**config.mk**
```make
export PLATFORM = sky130hd
export DESIGN_NAME = arb_grant_hold_flat
export DESIGN_NICKNAME = d
export VERILOG_FILES = /design/src/rtl/arb_pkg.sv /design/src/rtl/arb_grant_hold_if.sv /design/src/rtl/arb_grant_hold_cnt.sv /design/src/rtl/arb_grant_hold.sv /design/src/flat_wrapper.sv
export SDC_FILE = /design/constraint.sdc
export NUM_CORES = 1
export LEC_CHECK = 0
export CORE_MARGIN = 2
export CORE_UTILIZATION = 33
export DETAILED_ROUTE_END_ITERATION = 8
export PLACE_DENSITY = 0.76
export SLEW_MARGIN = 15
export SYNTH_ARGS = -nofsm -noshare
export SYNTH_HDL_FRONTEND = slang
export SYNTH_SLANG_ARGS = --single-unit
```
**constraint.sdc**
```tcl
create_clock -name clk -period 1.8 [get_ports clk]
set_input_delay 0.36 -clock clk [delete_from_list [all_inputs] [get_ports clk]]
set_output_delay 0.36 -clock clk [all_outputs]
set_load 0.02 [all_outputs]
```
**src/rtl/arb_pkg.sv**
```systemverilog
// ---------------------------------------------------------------------------
// arb_pkg -- shared definitions for the grant-hold arbiter front end.
//
// Contents:
//   arb_state_e    : lock FSM state (IDLE, LOCK)
//   MAX_WID        : widest request bus the bit helpers below support
//   lowest_set()   : isolates the lowest-index set bit of a vector
//   is_multi_hot() : true when more than one bit of a vector is set
// ---------------------------------------------------------------------------
package arb_pkg;

   typedef enum logic {
      IDLE = 1'b0,
      LOCK = 1'b1
   } arb_state_e;

   // Callers zero-extend their bus into this width and truncate the result.
   localparam int MAX_WID = 64;

   // Two's-complement trick: v & -v leaves only the lowest set bit.
   function automatic logic [MAX_WID-1:0] lowest_set(input logic [MAX_WID-1:0] v);
      return v & (~v + MAX_WID'(1));
   endfunction

   // Clearing the lowest set bit leaves something only if another bit was set.
   function automatic logic is_multi_hot(input logic [MAX_WID-1:0] v);
      return |(v & (v - MAX_WID'(1)));
   endfunction

endpackage

```
**src/rtl/arb_grant_hold_if.sv**
```systemverilog
// ---------------------------------------------------------------------------
// arb_grant_hold_if -- request/grant/ownership bundle of arb_grant_hold.
//
// Signals (all WID bits unless noted):
//   rqsts     : live request bus (also seen by the upstream arbiter)
//   grnts     : upstream arbiter grant, one-hot or zero
//   done      : per-requester end-of-transaction strobe
//   grnt_hold : registered one-hot owner
//   arb_en    : 1 bit, upstream arbiter may advance
//   busy      : 1 bit, an owner is locked
//   multi_err : 1 bit, pulse after a multi-hot grant was sampled
//   to_err    : 1 bit, pulse after a lock timed out
//
// Protocol: grnts is only looked at while arb_en is high. A sampled nonzero
// grant makes its lowest set bit the owner on grnt_hold from the next cycle;
// ownership ends when the owner strobes its done bit or drops its request,
// and grnt_hold returns to zero for at least one cycle before a new owner.
//
// Modports: slave = arb_grant_hold view, master = requester/arbiter side.
// ---------------------------------------------------------------------------
interface arb_grant_hold_if #(
   parameter int WID = 16
);
   logic [WID-1:0] rqsts;
   logic [WID-1:0] grnts;
   logic [WID-1:0] done;
   logic [WID-1:0] grnt_hold;
   logic           arb_en;
   logic           busy;
   logic           multi_err;
   logic           to_err;

   modport slave (
      input  rqsts, grnts, done,
      output grnt_hold, arb_en, busy, multi_err, to_err
   );

   modport master (
      output rqsts, grnts, done,
      input  grnt_hold, arb_en, busy, multi_err, to_err
   );
endinterface

```
**src/rtl/arb_grant_hold_cnt.sv**
```systemverilog
// ---------------------------------------------------------------------------
// arb_grant_hold_cnt -- lock-duration counter, saturating at TO_LIM.
//
// Ports:
//   clk    : clock, rising edge
//   rst_n  : asynchronous active-low reset
//   clr    : synchronous clear (held while the owner FSM is idle)
//   en     : count this cycle (owner FSM is locked)
//   at_lim : high during the lock cycle that is the TO_LIM-th one, i.e. the
//            cycle whose count update brings the counter to TO_LIM
// ---------------------------------------------------------------------------
module arb_grant_hold_cnt #(
   parameter int TO_LIM = 255
) (
   input  logic clk,
   input  logic rst_n,
   input  logic clr,
   input  logic en,
   output logic at_lim
);

   localparam int            CW     = $clog2(TO_LIM + 1);
   localparam logic [CW-1:0] LIM    = CW'(TO_LIM);
   localparam logic [CW-1:0] LIM_M1 = CW'(TO_LIM - 1);

   logic [CW-1:0] cnt_q;

   always_ff @(posedge clk or negedge rst_n) begin
      if (!rst_n) begin
         cnt_q <= '0;
      end else if (clr) begin
         cnt_q <= '0;
      end else if (en && (cnt_q != LIM)) begin
         cnt_q <= cnt_q + CW'(1);
      end
   end

   // The counter holds (k-1) during the k-th lock cycle, so the limit cycle
   // is flagged one count early; a lock of TO_LIM cycles then releases on time.
   assign at_lim = en && (cnt_q == LIM_M1);

endmodule

```
**src/rtl/arb_grant_hold.sv**
```systemverilog
// ---------------------------------------------------------------------------
// arb_grant_hold -- locks the upstream round-robin grant onto one owner until
// that owner finishes (done) or abandons (request dropped).
//
// Parameters:
//   WID    : request/grant bus width (at most arb_pkg::MAX_WID)
//   TO_LIM : maximum lock duration in cycles (1..65535)
//
// Ports:
//   clk   : clock, rising edge
//   rst_n : asynchronous active-low reset
//   bus   : arb_grant_hold_if.slave (rqsts, grnts, done in;
//           grnt_hold, arb_en, busy, multi_err, to_err out)
//
// Build option:
//   ARB_GRANT_HOLD_TIMEOUT_EN : when defined, a lock lasting TO_LIM cycles is
//   force-released with a to_err pulse; otherwise to_err is tied low and a
//   lock lasts until done or abandonment.
//
// busy/arb_en are a direct decode of the FSM state and serve as its debug view.
// ---------------------------------------------------------------------------
module arb_grant_hold
   import arb_pkg::*;
#(
   parameter int WID    = 16,
   parameter int TO_LIM = 255
) (
   input  logic              clk,
   input  logic              rst_n,
   arb_grant_hold_if.slave   bus
);

   arb_state_e     state_q, state_d;
   logic [WID-1:0] hold_q, hold_d;
   logic           multi_q, multi_d;
   logic           to_q, to_d;
   logic           release_req;
   logic           at_lim;

   arb_grant_hold_cnt #(
      .TO_LIM (TO_LIM)
   ) u_cnt (
      .clk    (clk),
      .rst_n  (rst_n),
      .clr    (state_q == IDLE),
      .en     (state_q == LOCK),
      .at_lim (at_lim)
   );

   // Only the owner's done/request bits matter; everyone else is masked off.
   assign release_req = (|(bus.done & hold_q)) || !(|(bus.rqsts & hold_q));

   always_comb begin
      state_d = state_q;
      hold_d  = hold_q;
      multi_d = 1'b0;
      to_d    = 1'b0;
      case (state_q)
         IDLE: begin
            if (|bus.grnts) begin
               state_d = LOCK;
               hold_d  = WID'(lowest_set(MAX_WID'(bus.grnts)));
               multi_d = is_multi_hot(MAX_WID'(bus.grnts));
            end else begin
               hold_d  = '0;
            end
         end
         LOCK: begin
            // Always passes through IDLE, so a new owner needs a fresh grant.
            if (release_req) begin
               state_d = IDLE;
               hold_d  = '0;
            end
`ifdef ARB_GRANT_HOLD_TIMEOUT_EN
            else if (at_lim) begin
               state_d = IDLE;
               hold_d  = '0;
               to_d    = 1'b1;
            end
`endif
         end
         default: begin
            state_d = IDLE;
            hold_d  = '0;
         end
      endcase
   end

`ifndef ARB_GRANT_HOLD_TIMEOUT_EN
   logic unused_at_lim;
   assign unused_at_lim = at_lim;
`endif

   always_ff @(posedge clk or negedge rst_n) begin
      if (!rst_n) begin
         state_q <= IDLE;
         hold_q  <= '0;
         multi_q <= 1'b0;
         to_q    <= 1'b0;
      end else begin
         state_q <= state_d;
         hold_q  <= hold_d;
         multi_q <= multi_d;
         to_q    <= to_d;
      end
   end

   assign bus.grnt_hold = hold_q;
   assign bus.arb_en    = (state_q == IDLE);
   assign bus.busy      = (state_q == LOCK);
   assign bus.multi_err = multi_q;
`ifdef ARB_GRANT_HOLD_TIMEOUT_EN
   assign bus.to_err    = to_q;
`else
   assign bus.to_err    = 1'b0;
   logic unused_to_q;
   assign unused_to_q = to_q;
`endif

endmodule
```
**src/flat_wrapper.sv**
```systemverilog
// flat-port wrapper written by rule: the top's interface ports become plain ports
module arb_grant_hold_flat import arb_pkg::*;
#(
   parameter int WID    = 16,
   parameter int TO_LIM = 255
)
  (clk, rst_n, bus_rqsts, bus_grnts, bus_done, bus_grnt_hold, bus_arb_en, bus_busy, bus_multi_err, bus_to_err);
  arb_grant_hold_if #(.WID(WID)) bus_i ();
  input  logic clk;
  input  logic rst_n;
  input wire logic [$bits(bus_i.rqsts)-1:0] bus_rqsts;
  input wire logic [$bits(bus_i.grnts)-1:0] bus_grnts;
  input wire logic [$bits(bus_i.done)-1:0] bus_done;
  output wire logic [$bits(bus_i.grnt_hold)-1:0] bus_grnt_hold;
  output wire logic [$bits(bus_i.arb_en)-1:0] bus_arb_en;
  output wire logic [$bits(bus_i.busy)-1:0] bus_busy;
  output wire logic [$bits(bus_i.multi_err)-1:0] bus_multi_err;
  output wire logic [$bits(bus_i.to_err)-1:0] bus_to_err;
  assign bus_i.rqsts = bus_rqsts;
  assign bus_i.grnts = bus_grnts;
  assign bus_i.done = bus_done;
  assign bus_grnt_hold = bus_i.grnt_hold;
  assign bus_arb_en = bus_i.arb_en;
  assign bus_busy = bus_i.busy;
  assign bus_multi_err = bus_i.multi_err;
  assign bus_to_err = bus_i.to_err;
  arb_grant_hold #(.WID(WID), .TO_LIM(TO_LIM)) u_core (.clk(clk), .rst_n(rst_n), .bus(bus_i));
endmodule
```
; ---- Word-level counts from Yosys, hierarchy flattened
; Cells that the tools add are included.
[op_classes]
n_addsub = 2
n_eq_ne = 1
mux = 8
bitwise_logic = 6
n_reduce_logical = 6
[ops]
columns = operator, n
row1 = bitwise AND 16 x 64 -> 64 bit, 1
row2 = OR reduction 64 bit, 1
row3 = bitwise AND 16 bit, 3
row4 = OR reduction 16 bit, 3
row5 = two-way mux 16 bit, 2
row6 = one-hot mux 16 bit (2 select lines), 1
row7 = subtractor 16 x 1 -> 17 bit (second input constant), 1
row8 = adder 16 x 1 -> 16 bit (second input constant), 1
row9 = inverter 16 bit, 1
row10 = two-way mux 1 bit, 4
row11 = inequality test 2 bit (second input constant), 1
row12 = one-hot mux 1 bit (2 select lines), 1
row13 = zero test 1 bit, 1
row14 = logical OR 1 bit, 1
row15 = inverter 1 bit, 1
[word_totals]
regBits = 18
elab_cells = 26

; ---- Logic depth before layout (Yosys ltp)
; Gate-level depths: netlist of run 1.
[depth]
ltp_word = 6
ltp_mapped = 6
depth_no_buf = 5

; ---- Worst setup path after synthesis of run 1
; No wires, ideal clock.
[synth_timing]
path_type = reg-to-reg
start = reg u_core.hold_q[10] (netlist: u_core.bus.grnt_hold[10])
end = reg u_core.hold_q[0] (netlist: u_core.bus.grnt_hold[0])
arrival_time_ps = 1865
required_ps = 1736
slack_ps = -129
path_stages_with_launch = 7
cell_sequence = dfrtp_1 > a22o_1 > a221oi_1 > nand4_1 > a2111oi_4 > buf_2 > a22o_2
[synth_via]
elab_chain_cells = 5
elab_cells_between_ends = 7
classes_between = eq/ne: 1 / bitwise: 2 / reduce/logical: 4
[synth_rtl]
columns = element, line
row1 = from (decl), arb_grant_hold.sv:34  ; logic [WID-1:0] hold_q, hold_d;
row2 = from (signal assigned), arb_grant_hold.sv:102  ; hold_q <= hold_d;
row3 = bitwise AND 16 bit, arb_grant_hold.sv:51  ; assign release_req = (|(bus.done & hold_q)) || !(|(bus.rqsts & hold_q));
row4 = OR reduction 16 bit, arb_grant_hold.sv:51
row5 = zero test 1 bit, arb_grant_hold.sv:51
row6 = logical OR 1 bit (*), arb_grant_hold.sv:51
row7 = inequality test 2 bit (no line) (*), --
; Every way passes the cells marked *; elsewhere a longest branch is shown, timed or not.
; A chain may end at the register's enable or synchronous reset.

; ---- Worst setup path in the final report of run 1
[layout_timing]
start = in bus_rqsts[0]
end = reg u_core.state_q (netlist: u_core.bus.busy)
[layout_via]
elab_chain_cells = 6
[layout_rtl]
columns = element, line
row1 = from (decl), flat_wrapper.sv:11  ; input wire logic [$bits(bus_i.rqsts)-1:0] bus_rqsts;
row2 = bitwise AND 16 bit, arb_grant_hold.sv:51
row3 = OR reduction 16 bit, arb_grant_hold.sv:51
row4 = zero test 1 bit, arb_grant_hold.sv:51
row5 = logical OR 1 bit, arb_grant_hold.sv:51
row6 = two-way mux 1 bit, arb_grant_hold.sv:70  ; if (release_req) begin
row7 = one-hot mux 1 bit (2 select lines), arb_grant_hold.sv:58  ; case (state_q)
row8 = net u_core.state_d, arb_grant_hold.sv:33  ; arb_state_e state_q, state_d;
row9 = to (signal assigned), arb_grant_hold.sv:101  ; state_q <= state_d;
row10 = to (decl), arb_grant_hold.sv:33
; The timed path passes the listed nets, and every way through them passes these cells.

==> impl_results.md, run 1 <==
- Leakage power: 1.16 nW
- IO Count: 70
- Worst R2R Setup Slack: -0.10 ns
- Initial antenna violation count: 0
- Placed Instances: 260
- Clock period minus final worst setup slack: 1.91 ns
- Layout overhead on the synthesized area: 112%
- Clock transition at path regs: 0.11 ns
- Max FO, Critical Path: 8
- DRT Pass-1 Iters: 4
- Setup violations, final: 17
- Share of the synthesized area in the top cell type: 40.5%
- DR WL/cell: 18.1 um
- Initial Util: 33.9%
- Critical path endpoint category: flop
- IO buf count: 68
- Failing checks: setup timing
- N_diodes: 0
- Synthesized Nets: 152
- Setup TNS: -0.945 ns
- Final period utilization: 106%
- CP peak stage delay: 0.44 ns
- 1st-iter DRT viols: 72
- Pwr dens: 608 nW/um^2
- DP HPWL: 3.61 mm
- Root buffer cell: clkbuf_4
- First-pass GRT wire length: 6.91 mm
- Startpoint Class: primary input
- Post-route clock skew: 0.00993 ns
- Max frequency: 523 MHz
- Overall Global Routing Usage: 25.2%
- Final WS setup: -0.113 ns
- TritonCTS clock tree: built
- Clock buffer count from CTS: 3
- Vias/cell: 5.45
- Synth top cells by count: dfrtp_1, a22o_1, a32o_1, a221oi_1, nor2_1
- CTS sink cnt: 18
- Status: finished with violations
- WP data arrival: 2.09 ns
- Synth unique cells: 36
- Die ar.: 3850 um^2
- Post-synthesis register bit count: 18
- # rows: 21
- CP Launch Point: bus_rqsts[0]
- Number of routed nets with antenna violations: 0
- Non-Filler Instances: 269
- Post-Syn Area per Cell: 10.9 um^2
- Top-count cell post-synth: dfrtp_1
- Clk Latency, worst-skew pair: 0.29 ns
- Crit path kind: in -> reg
- R2R depth: 7
- Post-Syn Instances: 102
- Core area: 3280 um^2
- Gr ovfl total: 0
- Max Cap Violations: 0
- Asr flop ratio synth: 100%
- IR drop worst, VDD: 325 uV
- Crit-path cells: clkdlybuf4s50_1, a22o_1, a221oi_2, and4_1, a2111oi_4, bufbuf_16, or2_4
- Worst R2R Start: u_core.bus.grnt_hold[0]$_DFFE_PN0P_
- RSZ-0062 raised after global routing: yes
- Vias in the first global route: 1424
- Worst hold path class: in -> async
- Ys flop type: dfrtp_1
- WL final: 4.86 mm
- Mapped Area: 1110 um^2
- Crit path capture: u_core.bus.busy$_DFF_PN0_
- Largest area contributor in the netlist: dfrtp_1
- Yosys warns: 0
- Pwr Total: 0.00143 W
- Die height: 62.1 um
- Residual DRC count: 0
- Ranking of synthesized cells by area: dfrtp_1, a32o_1, a22o_1
- Max Buffers Root-to-Sink: 2
- Pin count of the biggest net entering global routing: 19
- Routability cong.: 0.752
- Req. time, crit path: 1.98 ns
- Place WS: -0.720 ns
- Share of cells above drive strength 1: 38.6%
- Die Wd: 62.1 um
- Htree depth: 1
- Seq/Total Area, Yosys: 40.5%
- Max-slew violation count: 0
- Final #Nets: 274
- Post-synth EDFFs: 0
- Slowest stage cell, crit path: clkdlybuf4s50_1
- RR Endpoint: u_core.bus.busy$_DFF_PN0_
- Final Hold Fails: 0
- Routed via count: 1467
[logic make-up after synthesis]
logic type / count (synthesis) / share of synthesized area (%)
compound gates: 44 / 38.4
simple gates: 29 / 15.7
flops: 18 / 40.5
buf+inv: 8 / 3.15
fa+ha+maj: 2 / 1.91
other cells: 1 / 0.337
[critical path, delay by kind of cell]
family | cells | cell delay [ns]
buf+inv | 2 | 0.72
simple gates | 2 | 0.48
compound gates | 3 | 0.53
[power by group]
group	leakage [nW]	switching (W)	internal, W
Combinational	0.904	0.000332	0.000408
Sequential	0.240	0.0000421	0.000446
Clock	0.0150	0.000121	0.0000860
Total	1.16	0.000495	0.000940
[metrics by stage]
step | util [%] | hold slack, ns | cell area [um^2]
floorplan | - | 0.0644 | 1120
global placement | 66.7 | 0.603 | 2190
detailed placement | 66.7 | 0.605 | 2190
CTS | 71.3 | 0.404 | 2340
global route | 71.9 | 0.396 | 2360
finish | 71.9 | 0.399 | 2360
[placed cells by master (no fill, tap or decap), drive strengths merged, types with 3 or more instances in the layout]
cell type      count
a21oi              4
a221oi             7
a22o              12
a32o              11
buf               56
clkbuf             4
clkdlybuf4s50     40
dfrtp             18
dlygate4sd2       17
dlymetal6s2s       6
inv                5
nand2              3
nor2               7
nor3               3
[what timing repair did]
action / CTS / global route
pin swaps: 17 / 7
buffers inserted: 5 / 0
gates cloned: 1 / 0
setup endpoints to repair: 21 / 25
gates resized for setup: 50 / 11
hold buffers: 0 / 0
[cell type report]
| cell class | count | area [um^2] |
|---|---|---|
| well taps | 46 | 57.6 |
| fillers | 220 | 923 |
| inverters | 5 | 18.8 |
| flip-flops and latches | 18 | 454 |
| multi-input cells | 76 | 717 |
| clock buffers | 4 | 26.3 |
| repair buffers | 120 | 1090 |
[layer usage]
metal / global-route usage, % / part of all wire (%)
met1: 32.1 / 41
met5: 0 / 0
met3: 4.35 / 7.5
met2: 42.1 / 49
met4: 10.3 / 1.9
[registers in the layout, indices dropped and copies added, names as in the netlist]
| register | cells |
|---|---|
| u_core.bus.busy | 1 |
| u_core.bus.multi_err | 1 |
| u_core.bus.grnt_hold | 16 |
[worst min path at each step]
| stage | startpoint | endpoint | depth (start not counted) |
|---|---|---|---|
| final | rst_n | u_core.bus.grnt_hold[5]$_DFFE_PN0P_ | 2 |
| after CTS | rst_n | u_core.bus.grnt_hold[5]$_DFFE_PN0P_ | 2 |
| after global placement | u_core.bus.grnt_hold[15]$_DFFE_PN0P_ | u_core.bus.grnt_hold[15]$_DFFE_PN0P_ | 2 |
| after detailed placement | u_core.bus.grnt_hold[14]$_DFFE_PN0P_ | u_core.bus.grnt_hold[14]$_DFFE_PN0P_ | 2 |
| after global routing | rst_n | u_core.bus.grnt_hold[6]$_DFFE_PN0P_ | 2 |
| after floorplan | rst_n | u_core.bus.busy$_DFF_PN0_ | 0 |
Note: power is estimated with default switching activity, not from simulation.
==> run 2: changes to the inputs <==
--- a/config.mk
+++ b/config.mk
@@ -5,10 +5,12 @@
 export SDC_FILE = /design/constraint.sdc
 export NUM_CORES = 1
 export LEC_CHECK = 0
+export CAP_MARGIN = 25
 export CORE_MARGIN = 2
 export CORE_UTILIZATION = 33
 export DETAILED_ROUTE_END_ITERATION = 8
 export PLACE_DENSITY = 0.76
+export REMOVE_ABC_BUFFERS = 1
 export SLEW_MARGIN = 15
 export SYNTH_ARGS = -nofsm -noshare
 export SYNTH_HDL_FRONTEND = slang
==> run 2 against run 1 <==
The flow now finishes without violations. Worst setup slack gained 0.14 ns. Cell count down 4.1%. Flip-flop and latch count unchanged. Via count increased by 0.55%. Wire length increased by 9.8%. First-iteration DRC count increased by 1.4%. Total power fell by 0.86%. Clock power grew 26%. Clock-buffer cell count stayed put. Clock skew is 0.010 ns higher. Die area is the same. Critical path depth up 1.
==> impl_results.md, run 2 (synthesized netlist as in run 1, its figures left out) <==
- Status: complete, no violations (was finished with violations)
- Crit-path cells: clkdlybuf4s50_1, nor4_2, buf_4, and4b_2, buf_4, buf_4, and2_1, a32o_1 (was clkdlybuf4s50_1, a22o_1, a221oi_2, and4_1, a2111oi_4, bufbuf_16, or2_4)
- Layout overhead on the synthesized area: 104% (was 112%)
- Die height: 62.1 um (unchanged)
- Setup violations, final: 0 (was 17)
- Max-slew violation count: 0 (unchanged)
- Clk pwr share: 18.3% (was 14.4%)
- DR WL/cell: 20.7 um (was 18.1 um)
- Max Cap Violations: 0 (unchanged)
- DP HPWL: 3.76 mm (was 3.61 mm)
- 1st-iter DRT viols: 73 (was 72)
- Overall Global Routing Usage: 25.4% (was 25.2%)
- Startpoint Class: primary input (unchanged)
- Internal: 0.000925 W (was 0.000940 W)
- Placed Instances: 252 (was 260)
- CTS sink cnt: 18 (unchanged)
- Final Hold Fails: 0 (unchanged)
- Root buffer cell: clkbuf_4 (unchanged)
- Clock transition at path regs: 0.12 ns (was 0.11 ns)
- Minimum hold slack: 0.362 ns (was 0.399 ns)
- Clock period minus final worst setup slack: 1.77 ns (was 1.91 ns)
- Final core occ: 69.1% (was 71.9%)
- Initial antenna violation count: 0 (unchanged)
- R2R depth: 6 (was 7)
- Initial Util: 33.9% (unchanged)
- Fill count: 246 (was 220)
- WP data arrival: 1.99 ns (was 2.09 ns)
- WL final: 5.34 mm (was 4.86 mm)
- Critical path endpoint category: flop (unchanged)
- Net Sw Power: 0.000498 W (was 0.000495 W)
- TritonCTS clock tree: built (unchanged)
- Most frequent CP cell: buf_4
- Max Buffers Root-to-Sink: 2 (unchanged)
- Leakage power: 1.18 nW (was 1.16 nW)
- Max FO, Critical Path: 6 (was 8)
- First-pass GRT wire length: 7.00 mm (was 6.91 mm)
- Residual DRC count: 0 (unchanged)
- Vias/cell: 5.72 (was 5.45)
- Max frequency: 563 MHz (was 523 MHz)
- IO Count: 70 (unchanged)
- Pin count of the biggest net entering global routing: 19 (unchanged)
- Register share of total power: 34.4% (was 34.0%)
- Core area: 3280 um^2 (unchanged)
- Final period utilization: 98.6% (was 106%)
- Total stage count of the critical path: 8 (was 7)
- IO buf count: 68 (unchanged)
- Footprint of the multi-input gates: 698 um^2 (was 717 um^2)
- Die Wd: 62.1 um (unchanged)
- Htree depth: 1 (unchanged)
- Worst hold path class: in -> async (unchanged)
- Buf/Inv on CP: 4 (was 2)
- Pwr dens: 627 nW/um^2 (was 608 nW/um^2)
- Gr ovfl total: 0 (unchanged)
- Req. time, crit path: 2.02 ns (was 1.98 ns)
- Share of cells above drive strength 1: 33.5% (was 38.6%)
- Reg area: 450 um^2 (was 454 um^2)
- Commonest non-fill, non-tap cells in the layout: clkdlybuf4s50_1, buf_4, dfrtp_1 (was buf_4, clkdlybuf4s50_1, dlygate4sd2_1)
- Max FFs per register: 16 (unchanged)
- Clk Latency, worst-skew pair: 0.31 ns (was 0.29 ns)
- Switching Fraction: 35.0% (was 34.5%)
- Post-route clock skew: 0.0203 ns (was 0.00993 ns)
- Final #Nets: 263 (was 274)
- Number of routed nets with antenna violations: 0 (unchanged)
- N_diodes: 0 (unchanged)
- Clock buffer count from CTS: 3 (unchanged)
- CP Launch Point: bus_grnts[5] (was bus_rqsts[0])
- Pwr Total: 0.00142 W (was 0.00143 W)
- Non-Filler Instances: 258 (was 269)
- CP peak stage delay: 0.50 ns (was 0.44 ns)
- Vias in the first global route: 1477 (was 1424)
- CTS Hold Buffers Added: 0 (unchanged)
- Die ar.: 3850 um^2 (unchanged)
- Crit path max-delay family: buffers and inverters (unchanged)
- Worst R2R Start: u_core.bus.grnt_hold[15]$_DFFE_PN0P_ (was u_core.bus.grnt_hold[0]$_DFFE_PN0P_)
- Routed via count: 1475 (was 1467)
- DRT Pass-1 Iters: 4 (unchanged)
- # rows: 21 (unchanged)
- Crit path kind: in -> reg (unchanged)
- IR drop worst, VDD: 344 uV (was 325 uV)
- Routability cong.: 0.783 (was 0.752)
- Comb power frac: 47.3% (was 51.6%)
- Slowest stage cell, crit path: clkdlybuf4s50_1 (unchanged)
- RSZ-0062 raised after global routing: yes (unchanged)
==> run 2: cell types whose count changed in the layout (fill, tap and decap cells not counted), sizes merged <==
| cell | before | now |
|---|---|---|
| dlygate4sd2 | 17 | 8 |
| buf | 56 | 44 |
| dlymetal6s2s | 6 | 16 |
| bufbuf | 1 | 0 |
| clkdlybuf4s15 | 0 | 1 |
==> run 2: through the flow <==
| step | setup TNS (ns) | setup WS [ns] | instance area, um^2 |
|---|---|---|---|
| 5_1_grt | -1.00 | -0.0847 | 2270 |
| 6_report | 0 | 0.0251 | 2270 |
| 4_1_cts | -0.00684 | -0.00684 | 2180 |
| 2_1_floorplan | -2.77 | -0.185 | 1100 |
| 3_3_place_gp | -7.56 | -0.524 | 2130 |
| 3_5_place_dp | -7.63 | -0.549 | 2130 |
==> run 2: layer usage <==
layer | GRT usage [%] | vias to the layer above | part of all wire (%)
met5 | 0 | - | 0
met4 | 12.5 | 0 | 3.7
met3 | 5.38 | 20 | 11
met2 | 45.8 | 108 | 50
met1 | 27.9 | 697 | 35
li1 | - | 650 | -
==> run 2: worst paths after layout <==
kind / to / slack, ns
worst max register to register: u_core.bus.grnt_hold[0]$_DFFE_PN0P_ / 0.04
worst max-delay path: u_core.bus.grnt_hold[15]$_DFFE_PN0P_ / 0.03
min in group clk: u_core.bus.grnt_hold[11]$_DFFE_PN0P_ / 0.46
worst min-delay path: u_core.bus.multi_err$_DFF_PN0_ / 0.36
max in group asynchronous: u_core.bus.grnt_hold[13]$_DFFE_PN0P_ / 1.21
worst min register to register: u_core.bus.grnt_hold[1]$_DFFE_PN0P_ / 0.59
==> run 2: area by class of cell <==
type,instances,area share (%)
clock buffer,4,1.60
multi-input combinational,76,30.8
tap,46,2.54
timing repair buffer,109,44.4
inverter,5,0.827
sequential,18,19.8
==> run 2: worst reg2reg max path, stage by stage, from the launching register on <==
cell       delay (ns)
dfrtp_1          0.44
a22o_1           0.22
a221oi_2         0.22
nand4_1          0.18
a2111oi_4        0.26
buf_4            0.22
a22o_2           0.14
==> run 2: power groups by stage <==
stage          logic, W  registers, W  clock network (W)
4_1_cts        0.000651      0.000483           0.000256
5_1_grt        0.000711      0.000494           0.000278
3_5_place_dp   0.000648      0.000490                  0
3_3_place_gp   0.000643      0.000488                  0
6_report       0.000673      0.000490           0.000260
2_1_floorplan  0.000195      0.000533                  0
==> run 2: timing repair <==
item / in CTS / in global routing
endpoints found under the hold margin: 0 / 0
buffers inserted: 1 / 1
pin swaps: 10 / 8
endpoints found under the setup margin: 23 / 25
resized for setup: 30 / 24
